--- src/rtl/inport_wh_pkg.sv ---
`default_nettype none
// ============================================================================
//  Module      : inport_wh_pkg
//  Description : Shared types, direction constants and the XY route helper
//                for the wormhole input port.
//  Revision    : 1.0 - initial release
// ============================================================================
package inport_wh_pkg;

    // Two-bit flit type field carried below the destination coordinates
    typedef enum logic [1:0] {
        FT_HEAD     = 2'b00,
        FT_BODY     = 2'b01,
        FT_TAIL     = 2'b10,
        FT_HEADTAIL = 2'b11
    } flit_type_e;

    // One-hot output directions
    localparam logic [4:0] DIR_N = 5'b00001;
    localparam logic [4:0] DIR_E = 5'b00010;
    localparam logic [4:0] DIR_S = 5'b00100;
    localparam logic [4:0] DIR_W = 5'b01000;
    localparam logic [4:0] DIR_L = 5'b10000;

    // Widest coordinate the route helper accepts
    localparam int COORD_MAX_W = 8;

    // Dimension-ordered routing: resolve X first, then Y, else eject locally.
    // Coordinates are zero-extended, so the 9-bit signed difference gives the
    // same sign as a COORD_W+1 bit difference would.
    function automatic logic [4:0] xy_route(
        input logic [COORD_MAX_W-1:0] x_dest,
        input logic [COORD_MAX_W-1:0] y_dest,
        input logic [COORD_MAX_W-1:0] x_cur,
        input logic [COORD_MAX_W-1:0] y_cur
    );
        logic signed [COORD_MAX_W:0] dx;
        logic signed [COORD_MAX_W:0] dy;
        dx = $signed({1'b0, x_dest}) - $signed({1'b0, x_cur});
        dy = $signed({1'b0, y_dest}) - $signed({1'b0, y_cur});
        if (dx > 9'sd0)      return DIR_E;
        else if (dx < 9'sd0) return DIR_W;
        else if (dy > 9'sd0) return DIR_N;
        else if (dy < 9'sd0) return DIR_S;
        else                 return DIR_L;
    endfunction

endpackage
`default_nettype wire

--- src/rtl/inport_wh_if.sv ---
`default_nettype none
// ============================================================================
//  Module      : inport_wh_if
//  Description : Link/crossbar/allocator bundle of one router input port.
//                slave = the input port itself, master = its environment.
//  Revision    : 1.0 - initial release
// ============================================================================
interface inport_wh_if #(
    parameter int FLIT_W = 64,
    parameter int DEPTH  = 16
);
    localparam int OCC_W = $clog2(DEPTH) + 1;

    logic [FLIT_W-1:0] flit_in;
    logic              valid_in;
    logic [4:0]        downstream_ready;
    logic [4:0]        sa_grant;
    logic [FLIT_W-1:0] flit_out;
    logic              valid_out;
    logic              sa_request;
    logic [4:0]        outport;
    logic              credit_out;
    logic [OCC_W-1:0]  occupancy;
    logic              overflow_err;

    modport slave (
        input  flit_in, valid_in, downstream_ready, sa_grant,
        output flit_out, valid_out, sa_request, outport, credit_out,
               occupancy, overflow_err
    );

    modport master (
        output flit_in, valid_in, downstream_ready, sa_grant,
        input  flit_out, valid_out, sa_request, outport, credit_out,
               occupancy, overflow_err
    );
endinterface
`default_nettype wire

--- src/rtl/inport_wh_flit_fifo.sv ---
`default_nettype none
// ============================================================================
//  Module      : inport_wh_flit_fifo
//  Description : Show-ahead flit FIFO. A push is accepted when not full, or
//                when full but popped in the same cycle. dout_o is the front
//                entry (zero while empty).
//  Revision    : 1.0 - initial release
// ============================================================================
module inport_wh_flit_fifo #(
    parameter int FLIT_W = 64,
    parameter int DEPTH  = 16
) (
    input  wire logic                       clk,
    input  wire logic                       rst,
    input  wire logic                       push_i,
    input  wire logic                       pop_i,
    input  wire logic [FLIT_W-1:0]          din_i,
    output logic      [FLIT_W-1:0]          dout_o,
    output logic                            full_o,
    output logic                            empty_o,
    output logic      [$clog2(DEPTH):0]     count_o
);
    localparam int AW = $clog2(DEPTH);

    logic [FLIT_W-1:0] mem_q [DEPTH];
    logic [AW-1:0]     wr_ptr_q;
    logic [AW-1:0]     rd_ptr_q;
    logic [AW:0]       count_q;
    logic              push_ok;
    logic              pop_ok;

    assign empty_o = (count_q == '0);
    assign full_o  = (count_q == (AW+1)'(DEPTH));
    assign count_o = count_q;
    assign pop_ok  = pop_i & ~empty_o;
    assign push_ok = push_i & (~full_o | pop_ok);
    assign dout_o  = empty_o ? '0 : mem_q[rd_ptr_q];

    // Storage array: written on accepted push only, never reset
    always_ff @(posedge clk) begin
        if (push_ok) mem_q[wr_ptr_q] <= din_i;
    end

    // Pointers and fill count
    always_ff @(posedge clk or posedge rst) begin
        if (rst) begin
            wr_ptr_q <= '0;
            rd_ptr_q <= '0;
            count_q  <= '0;
        end else begin
            if (push_ok) wr_ptr_q <= wr_ptr_q + AW'(1);
            if (pop_ok)  rd_ptr_q <= rd_ptr_q + AW'(1);
            case ({push_ok, pop_ok})
                2'b10:   count_q <= count_q + (AW+1)'(1);
                2'b01:   count_q <= count_q - (AW+1)'(1);
                default: count_q <= count_q;
            endcase
        end
    end
endmodule
`default_nettype wire

--- src/rtl/inport_wh.sv ---
`default_nettype none
// ============================================================================
//  Module      : inport_wh
//  Description : Wormhole router input port. Buffers flits, XY-routes head
//                flits, requests the switch allocator and holds the granted
//                output for the whole packet with per-flit flow control.
//                Optional macro INPORT_PKT_STATS_EN adds a 16-bit pkt_count
//                output counting packets forwarded.
//  Revision    : 1.0 - initial release
// ============================================================================
module inport_wh
    import inport_wh_pkg::*;
#(
    parameter int         FLIT_W   = 64,
    parameter int         DEPTH    = 16,
    parameter int         COORD_W  = 2,
    parameter int         X_CUR    = 0,
    parameter int         Y_CUR    = 0,
    parameter logic [4:0] PORT_DIR = 5'b00001
) (
    input  wire logic      clk,
    input  wire logic      rst,
    inport_wh_if.slave     bus
`ifdef INPORT_PKT_STATS_EN
    ,
    output logic [15:0]    pkt_count
`endif
);
    localparam int X_MSB    = FLIT_W - 1;
    localparam int Y_MSB    = FLIT_W - 1 - COORD_W;
    localparam int TYPE_LSB = FLIT_W - 2*COORD_W - 2;

    localparam logic [1:0] ST_IDLE  = 2'd0;
    localparam logic [1:0] ST_ROUTE = 2'd1;
    localparam logic [1:0] ST_ARB   = 2'd2;
    localparam logic [1:0] ST_XMIT  = 2'd3;

    logic [1:0]             state_q, state_d;
    logic [4:0]             outport_q, outport_d;
    logic                   overflow_q;
    logic [FLIT_W-1:0]      front;
    logic                   full, empty;
    logic [$clog2(DEPTH):0] count;
    logic                   pop;
    logic                   valid_out;
    logic                   discard;
    logic                   sa_request;
    flit_type_e             front_type;
    flit_type_e             in_type;
    logic                   front_is_head, front_is_tail, in_is_head;
    logic                   granted, ds_ok;

    inport_wh_flit_fifo #(
        .FLIT_W (FLIT_W),
        .DEPTH  (DEPTH)
    ) u_flit_fifo (
        .clk     (clk),
        .rst     (rst),
        .push_i  (bus.valid_in),
        .pop_i   (pop),
        .din_i   (bus.flit_in),
        .dout_o  (front),
        .full_o  (full),
        .empty_o (empty),
        .count_o (count)
    );

    // Flit type decode of the buffer front and of the incoming flit
    always_comb begin
        front_type    = flit_type_e'(front[TYPE_LSB +: 2]);
        in_type       = flit_type_e'(bus.flit_in[TYPE_LSB +: 2]);
        front_is_head = (front_type == FT_HEAD) || (front_type == FT_HEADTAIL);
        front_is_tail = (front_type == FT_TAIL) || (front_type == FT_HEADTAIL);
        in_is_head    = (in_type == FT_HEAD) || (in_type == FT_HEADTAIL);
        granted       = (bus.sa_grant == PORT_DIR);
        ds_ok         = |(outport_q & bus.downstream_ready);
    end

    // State, latched route and sticky overflow registers
    always_ff @(posedge clk or posedge rst) begin
        if (rst) begin
            state_q    <= ST_IDLE;
            outport_q  <= '0;
            overflow_q <= 1'b0;
        end else begin
            state_q   <= state_d;
            outport_q <= outport_d;
            if (bus.valid_in && full && !pop) overflow_q <= 1'b1;
        end
    end

    // Next-state and route latch. An empty IDLE port may go straight to ROUTE
    // on an incoming head, since that flit is at the front next cycle. On the
    // tail pop, a flit already queued or arriving now lets the next packet
    // be routed without passing through IDLE.
    always_comb begin
        state_d   = state_q;
        outport_d = outport_q;
        case (state_q)
            ST_IDLE: begin
                if (!empty) begin
                    if (front_is_head) state_d = ST_ROUTE;
                end else if (bus.valid_in && in_is_head) begin
                    state_d = ST_ROUTE;
                end
            end
            ST_ROUTE: begin
                outport_d = xy_route(COORD_MAX_W'(front[X_MSB -: COORD_W]),
                                     COORD_MAX_W'(front[Y_MSB -: COORD_W]),
                                     COORD_MAX_W'(X_CUR),
                                     COORD_MAX_W'(Y_CUR));
                state_d   = ST_ARB;
            end
            ST_ARB: begin
                if (granted && ds_ok) state_d = ST_XMIT;
            end
            ST_XMIT: begin
                if (valid_out && front_is_tail) begin
                    state_d = ((count > ($clog2(DEPTH)+1)'(1)) || bus.valid_in)
                              ? ST_ROUTE : ST_IDLE;
                end
            end
            default: state_d = ST_IDLE;
        endcase
    end

    // Outputs: crossbar transfer, error-flit discard, credit and request
    always_comb begin
        valid_out  = (state_q == ST_XMIT) && !empty && granted && ds_ok;
        discard    = (state_q == ST_IDLE) && !empty && !front_is_head;
        pop        = valid_out || discard;
        sa_request = (state_q == ST_ARB) || (state_q == ST_XMIT);
    end

    assign bus.flit_out     = front;
    assign bus.valid_out    = valid_out;
    assign bus.credit_out   = pop;
    assign bus.sa_request   = sa_request;
    assign bus.outport      = outport_q;
    assign bus.occupancy    = count;
    assign bus.overflow_err = overflow_q;

`ifdef INPORT_PKT_STATS_EN
    logic [15:0] pkt_count_q;

    // Packets forwarded; wraps naturally at 16 bits
    always_ff @(posedge clk or posedge rst) begin
        if (rst)                            pkt_count_q <= '0;
        else if (valid_out && front_is_tail) pkt_count_q <= pkt_count_q + 16'd1;
    end

    assign pkt_count = pkt_count_q;
`endif

endmodule
`default_nettype wire
--- src/flat_wrapper.sv ---
// flat-port wrapper written by rule: the top's interface ports become plain ports
module inport_wh_flat import inport_wh_pkg::*;
#(
    parameter int         FLIT_W   = 64,
    parameter int         DEPTH    = 16,
    parameter int         COORD_W  = 2,
    parameter int         X_CUR    = 0,
    parameter int         Y_CUR    = 0,
    parameter logic [4:0] PORT_DIR = 5'b00001
)
  (clk, rst, bus_flit_in, bus_valid_in, bus_downstream_ready, bus_sa_grant, bus_flit_out, bus_valid_out, bus_sa_request, bus_outport, bus_credit_out, bus_occupancy, bus_overflow_err);
  inport_wh_if #(.FLIT_W(FLIT_W), .DEPTH(DEPTH)) bus_i ();
  input  wire logic clk;
  input  wire logic rst;
  input wire logic [$bits(bus_i.flit_in)-1:0] bus_flit_in;
  input wire logic [$bits(bus_i.valid_in)-1:0] bus_valid_in;
  input wire logic [$bits(bus_i.downstream_ready)-1:0] bus_downstream_ready;
  input wire logic [$bits(bus_i.sa_grant)-1:0] bus_sa_grant;
  output wire logic [$bits(bus_i.flit_out)-1:0] bus_flit_out;
  output wire logic [$bits(bus_i.valid_out)-1:0] bus_valid_out;
  output wire logic [$bits(bus_i.sa_request)-1:0] bus_sa_request;
  output wire logic [$bits(bus_i.outport)-1:0] bus_outport;
  output wire logic [$bits(bus_i.credit_out)-1:0] bus_credit_out;
  output wire logic [$bits(bus_i.occupancy)-1:0] bus_occupancy;
  output wire logic [$bits(bus_i.overflow_err)-1:0] bus_overflow_err;
  assign bus_i.flit_in = bus_flit_in;
  assign bus_i.valid_in = bus_valid_in;
  assign bus_i.downstream_ready = bus_downstream_ready;
  assign bus_i.sa_grant = bus_sa_grant;
  assign bus_flit_out = bus_i.flit_out;
  assign bus_valid_out = bus_i.valid_out;
  assign bus_sa_request = bus_i.sa_request;
  assign bus_outport = bus_i.outport;
  assign bus_credit_out = bus_i.credit_out;
  assign bus_occupancy = bus_i.occupancy;
  assign bus_overflow_err = bus_i.overflow_err;
  inport_wh #(.FLIT_W(FLIT_W), .DEPTH(DEPTH), .COORD_W(COORD_W), .X_CUR(X_CUR), .Y_CUR(Y_CUR), .PORT_DIR(PORT_DIR)) u_core (.clk(clk), .rst(rst), .bus(bus_i));
endmodule
--- config.mk ---
export PLATFORM = sky130hd
export DESIGN_NAME = inport_wh_flat
export DESIGN_NICKNAME = d
export VERILOG_FILES = /design/src/rtl/inport_wh_pkg.sv /design/src/rtl/inport_wh_if.sv /design/src/rtl/inport_wh_flit_fifo.sv /design/src/rtl/inport_wh.sv /design/src/flat_wrapper.sv
export SDC_FILE = /design/constraint.sdc
export NUM_CORES = 1
export LEC_CHECK = 0
export BUFFER_PORTS_ARGS = -buffer_cell sky130_fd_sc_hd__buf_2
export CAP_MARGIN = 20
export CORE_UTILIZATION = 55
export CTS_CLUSTER_SIZE = 16
export DETAILED_ROUTE_END_ITERATION = 8
export PLACE_DENSITY = 0.82
export SYNTH_ARGS = -nofsm -noshare
export SYNTH_HDL_FRONTEND = slang
export SYNTH_SLANG_ARGS = --single-unit
export TNS_END_PERCENT = 30
--- constraint.sdc ---
create_clock -name clk -period 21.7 [get_ports clk]
set_input_delay 2.17 -clock clk [delete_from_list [all_inputs] [get_ports clk]]
set_output_delay 2.17 -clock clk [all_outputs]
set_load 0.01 [all_outputs]
== Word level (Yosys, flattened, before mapping) ==
Memories as Yosys holds them, arrays and structs flattened.
Index checks and enable logic that the tools add are counted.

* $add $sub $neg: 4
* Bitwise logic cells: 6
* Reduce and logical (&&, ||, !) cells: 26
* Eq/ne operators: 14
* $lt $le $gt $ge: 5
* Muxes and demuxes: 15

{| class="wikitable"
|+ Operator list
! kind !! number
|-
| $mux W64 || 1
|-
| $mux W5 || 4
|-
| $eq A2 B2 Y1 const B || 6
|-
| $logic_and A1 B1 Y1 || 10
|-
| $mux W2 || 5
|-
| $pmux W5 S2 || 1
|-
| $add A4 B1 Y4 const B || 2
|-
| $pmux W2 S4 || 1
|-
| $logic_not A2 Y1 || 3
|-
| $logic_or A1 B1 Y1 || 6
|-
| $add A5 B1 Y5 const B || 1
|-
| $and A5 B5 Y5 || 1
|-
| $eq A5 B1 Y1 const B || 1
|-
| $eq A5 B5 Y1 const B || 1
|-
| $gt A5 B1 Y1 const B || 1
|-
| $logic_not A5 Y1 || 1
|-
| $reduce_or A5 Y1 || 1
|-
| $sub A5 B1 Y5 const B || 1
|-
| $eq A2 B1 Y1 const B || 2
|-
| $gt A2 B1 Y1 const B || 2
|-
| $lt A2 B1 Y1 const B || 2
|-
| $ne A2 B1 Y1 const B || 2
|-
| $reduce_and A4 Y1 || 1
|-
| $logic_not A1 Y1 || 3
|-
| 7 further kinds || 11
|}

* Logic and storage cells: 77
* Output and inout bits: 78
* Memories kept: 1
* Register bits: 21
* RAM bits: 1,024

{| class="wikitable"
|+ Memory list
! name !! depth !! bits a word !! rd ports !! clocked after Yosys merged registers in !! wr ports !! RTL line !! RTL
|-
| u_core.u_flit_fifo.mem_q || 16 || 64 || 1 || 0 || 1 || inport_wh_flit_fifo.sv:25 || <nowiki>logic [FLIT_W-1:0] mem_q [DEPTH];</nowiki>
|}

== Depth between registers and ports, before layout ==
* Depth in word-level cells: 12
* Mapped depth: 13
* Gate-level depth less buffers: 10

== Modules after synthesis ==
A second synthesis with hierarchy kept.

* Cell total of the unflattened synthesis: 1,789
* Area total of the unflattened synthesis: 40,209.8 um^2

{| class="wikitable"
|+ Modules (own cells, without submodules)
! module !! area each (um^2) !! instances !! cells each
|-
| inport_wh_flit_fifo || 39,714.3 || 1 || 1,736
|-
| inport_wh || 495.5 || 1 || 53
|}

== Least setup slack after synthesis ==
OpenSTA, ideal clock, no wires.

* Path kind: input to register
* From: input port bus_sa_grant[3]
* To: memory u_core.u_flit_fifo.mem_q[6][0], enable pin
* Stages on the path: 4
* Path buffers: 0
* Library setup time: 666 ps
* Arrival: 9,845 ps
* Setup slack: 11,189 ps
* Cells stage by stage: or4b_4 -> o41ai_4 -> a21oi_2 -> nor4b_1

* Cells in the longest elaborated chain, start to end: 9

{| class="wikitable"
|+ Ends and longest elaborated chain
! element !! RTL line !! RTL
|-
| from (decl) || flat_wrapper.sv:18 || <nowiki>input wire logic [$bits(bus_i.sa_grant)-1:0] bus_sa_grant;</nowiki>
|-
| $eq A5 B1 Y1 || inport_wh.sv:75 || <nowiki>granted = (bus.sa_grant == PORT_DIR);</nowiki>
|-
| $logic_and A1 B1 Y1 (2 in series) || inport_wh.sv:129 || <nowiki>valid_out = (state_q == ST_XMIT) && !empty && granted && ds_ok;</nowiki>
|-
| $logic_or A1 B1 Y1 || inport_wh.sv:131 || <nowiki>pop = valid_out || discard;</nowiki>
|-
| $and A1 B1 Y1 || inport_wh_flit_fifo.sv:35 || <nowiki>assign pop_ok = pop_i & ~empty_o;</nowiki>
|-
| $or A1 B1 Y1 || inport_wh_flit_fifo.sv:36 || <nowiki>assign push_ok = push_i & (~full_o | pop_ok);</nowiki>
|-
| $and A1 B1 Y1 || inport_wh_flit_fifo.sv:36 ||
|-
| $mux W1 || inport_wh_flit_fifo.sv:41 || <nowiki>if (push_ok) mem_q[wr_ptr_q] <= din_i;</nowiki>
|-
| $mux W1 (not written as such) || inport_wh_flit_fifo.sv:41 ||
|-
| to (decl) || inport_wh_flit_fifo.sv:25 ||
|}

Every way passes these cells.

== Worst setup path after layout ==
* From: register u_core.u_flit_fifo.rd_ptr_q[0]
* To: output port bus_flit_out[21]

* Cells in the longest elaborated chain, start to end: 2

{| class="wikitable"
|+ Ends and longest elaborated chain
! element !! RTL line !! RTL
|-
| from (decl) || inport_wh_flit_fifo.sv:27 || <nowiki>logic [AW-1:0] rd_ptr_q;</nowiki>
|-
| from (signal assigned) || inport_wh_flit_fifo.sv:52 || <nowiki>if (pop_ok) rd_ptr_q <= rd_ptr_q + AW'(1);</nowiki>
|-
| $mem_v2 Z16 W64 || -- ||
|-
| $mux W64 || inport_wh_flit_fifo.sv:37 || <nowiki>assign dout_o = empty_o ? '0 : mem_q[rd_ptr_q];</nowiki>
|-
| to (decl) || flat_wrapper.sv:19 || <nowiki>output wire logic [$bits(bus_i.flit_out)-1:0] bus_flit_out;</nowiki>
|}

Every way passes these cells.

==> flow_summary.ini <==
[run_status]
status = finished, final reports clean

[global_routing]
grt_start_max_net_pins = 112
antenna_found_initial = 14
grt_first_pass_wirelength_mm = 137
grt.total_usage = 0.262
grt_overflow = 0
grt_pass1_vias = 19700

[power_and_ir_drop]
leakage_nw = 14.5
irDropWorstVdd_uv = 150
power.internal_w = 0.00432
switching_share = 0.294
switchingPower_w = 0.00180
pwr_density_cell_nw_per_um2 = 135
combinationalPowerShare = 0.285
clkPwrFrac = 0.292
pwr-share-seq = 0.423

[clock_network]
clock-sinks = 1043
postCtsSetupBuffers = 0
cts_buffer_depth = 3
cts_resized = 0
htree_levels = 3
cts_buffers = 99
cts_tree = done
clock-root-buffer = clkbuf_16
clkLatencyLatePin_ns = 0.65
cts_hold_buf = 0
path_clk_slew_ns = 0.06

[critical_path]
crit_top_cell = mux4_2
crit_type = reg2out
path_max_fanout = 111
worstSetupEndpointType = output pin
crit_chain = buf_12 > buf_4 > buf_16 > mux4_2 > mux4_2 > and2_1 > buf_2
r2r-start = u_core.u_flit_fifo.rd_ptr_q[1]$_DFFE_PP0N_
cp-start-kind = flop
cp_top_family = buffers and inverters
reg2reg_to = u_core.u_flit_fifo.mem_q[5][23]$_DFFE_PP_
worstPathArrival_ns = 4.80
worst-path-buf-inv = 4
slowest_stage = dfrtp_4
reg2reg_depth = 11
critPathMaxStageDelay_ns = 1.05
reg2reg_slack_ns = 15.48
worstPathRequired_ns = 19.53

[sta]
rsz0062_at_grt = no
holdWs_ns = 0.482
fin_setup_tns_ns = 0
finClkSkew_ns = 0.0256
period_needed_ns = 6.97
finalCritPeriodShare = 0.321
maxSlewViolCount = 0
max-slew-margin-rel = 0.261
fmax_ghz = 0.144
tightest_slew_ns = 1.11
setup_viol = 0
finalHoldViolCount = 0

[job]
drv_cap = 0

[floorplanning]
start_util = 0.560
ios = 155
die_w_um = 272
die_area_um2 = 74200
fp-row-count = 98
core_area_um2 = 71900
die_h_um = 272

[hold_path]
hold_depth = 1
min-delay-start = u_core.bus.overflow_err$_DFFE_PP0P_
whs_endpoint = u_core.bus.overflow_err$_DFFE_PP0P_
hold_path.class = reg2reg

[routing]
vias_per_cell = 6.65
via_count = 19200
drc = 0
dr.pass1.iters = 5
wire_per_inst_um = 33.2
postRouteAntennaNets = 0
routed_wl_mm = 96.1
drtIter0Drc = 2412

[placed_design]
hpwl_mm = 43.8
place.gp.congestion = 0.766
dpl_cell_area_um2 = 42100
io_buffers = 150

[layout]
fillers = 4503
syn2layout_area_growth_pct = 13.0
final_cell_mix = edfxtp_1 (1,024), mux4_2 (315), buf_2 (150)
multi_input_area_um2 = 8590
layout_commonest_cell = edfxtp_1
regArea_um2 = 31200
layout.nets = 1948
fin_area_um2 = 45400
drive_above_1_share = 0.351

[logic_synthesis]
async_flop_share = 0.0182
syn_avg_cell_area_um2 = 24.3
synth-seq-area-share = 0.777
syn_inst = 1656
ys_seq_elements = 1043
synth_ff_type = edfxtp_1
netlist_area_um2 = 40200
ys_warn_count = 0
yosysUniqueCellTypes = 54
synth_enable_flop_cells = 1024
## final cells by class
cell class | count | area share
flip-flops and latches | 1043 | 0.687
repair buffers | 186 | 0.0232
clock buffers | 117 | 0.0579
diodes | 8 | 0.000441
well taps | 950 | 0.0262
clock inverters | 65 | 0.0151
inverters | 10 | 0.000826
multi-input cells | 515 | 0.189
## sequential cells by signal, summed over array words and instances (netlist names)
register and cells:
u_core.bus.outport 3, u_core.bus.overflow_err 1, u_core.state_q 2, u_core.u_flit_fifo.count_o 5, u_core.u_flit_fifo.mem_q 1024, u_core.u_flit_fifo.rd_ptr_q 4
u_core.u_flit_fifo.wr_ptr_q 4
## power groups by stage
stage               sequential, W  combinational (W)  clock [W]
floorplan                 0.00253            0.00127          0
global placement          0.00259            0.00169          0
detailed placement        0.00262            0.00172          0
CTS                       0.00259            0.00176    0.00180
global route              0.00260            0.00185    0.00187
finish                    0.00259            0.00175    0.00179
## how the worst max path moves through the flow
stage                                               start                                       end  slack [ns]  depth (start not counted)
2_1_floorplan                             bus_sa_grant[3]  u_core.u_flit_fifo.mem_q[6][0]$_DFFE_PP_       11.19                          4
3_3_place_gp   u_core.u_flit_fifo.rd_ptr_q[0]$_DFFE_PP0N_                          bus_flit_out[50]       15.09                          6
3_5_place_dp   u_core.u_flit_fifo.rd_ptr_q[0]$_DFFE_PP0N_                          bus_flit_out[50]       15.06                          6
4_1_cts        u_core.u_flit_fifo.rd_ptr_q[0]$_DFFE_PP0N_                          bus_flit_out[21]       14.32                          6
5_1_grt        u_core.u_flit_fifo.rd_ptr_q[0]$_DFFE_PP0N_                          bus_flit_out[21]       14.35                          7
6_report       u_core.u_flit_fifo.rd_ptr_q[0]$_DFFE_PP0N_                          bus_flit_out[21]       14.73                          7
## cells in the mapped netlist, types with 5 or more instances
library cell,number,share of area
clkbuf_1,39,0.0036
nand2_1,13,0.0012
and2_1,59,0.0092
inv_1,10,0.00093
mux4_2,315,0.18
buf_6,6,0.0017
buf_2,30,0.0037
buf_1,6,0.00056
nor2b_1,5,0.00078
dfrtp_1,19,0.012
edfxtp_1,1024,0.76
xnor2_1,5,0.0011
nor2_1,14,0.0013
ha_1,16,0.0050
mux2i_1,5,0.0012
xor2_1,6,0.0013
nand3_1,15,0.0019
nor3_1,7,0.00087
buf_4,8,0.0015
## worst register-to-register path, delay by kind of cell, from the launching register on
family                     cells  cell delay (ns)
and+or+nand+nor                3             1.39
buffers and inverters          2             1.66
AOI/OAI and AO/OA              4             0.85
muxes                          1             0.41
DFF                            1             1.10
adders and majority gates      1             0.35
## cell families (layout without fill, tap and decap cells)
| group | after synthesis | in the layout | share of synthesized area |
|---|---|---|---|
| fa+ha+maj | 16 | 16 | 0.00498 |
| other cells | 1 | 10 | 0.0000933 |
| simple gates | 133 | 133 | 0.0193 |
| mux | 323 | 323 | 0.179 |
| flops | 1043 | 1043 | 0.777 |
| buf+inv | 99 | 378 | 0.0120 |
| compound gates | 30 | 30 | 0.00591 |
| xor+xnor | 11 | 11 | 0.00240 |
## layer usage
metal,global-route usage,part of all wire,vias up
met1,0.355,0.36,10200
met3,0.0465,0.095,209
met5,0,0.00085,-
met4,0.0883,0.029,14
met2,0.435,0.51,1280
li1,-,-,7500
## through the flow
stage / util / setup WS, ns / power [W] / cells
floorplan: - / 11.19 / 0.00380 / 1657
global placement: 0.586 / 15.09 / 0.00429 / 2703
detailed placement: 0.586 / 15.06 / 0.00434 / 2703
CTS: 0.632 / 14.32 / 0.00615 / 2885
global route: 0.632 / 14.35 / 0.00632 / 2890
finish: 0.632 / 14.73 / 0.00612 / 2894
(Power assumes the default switching activity.)
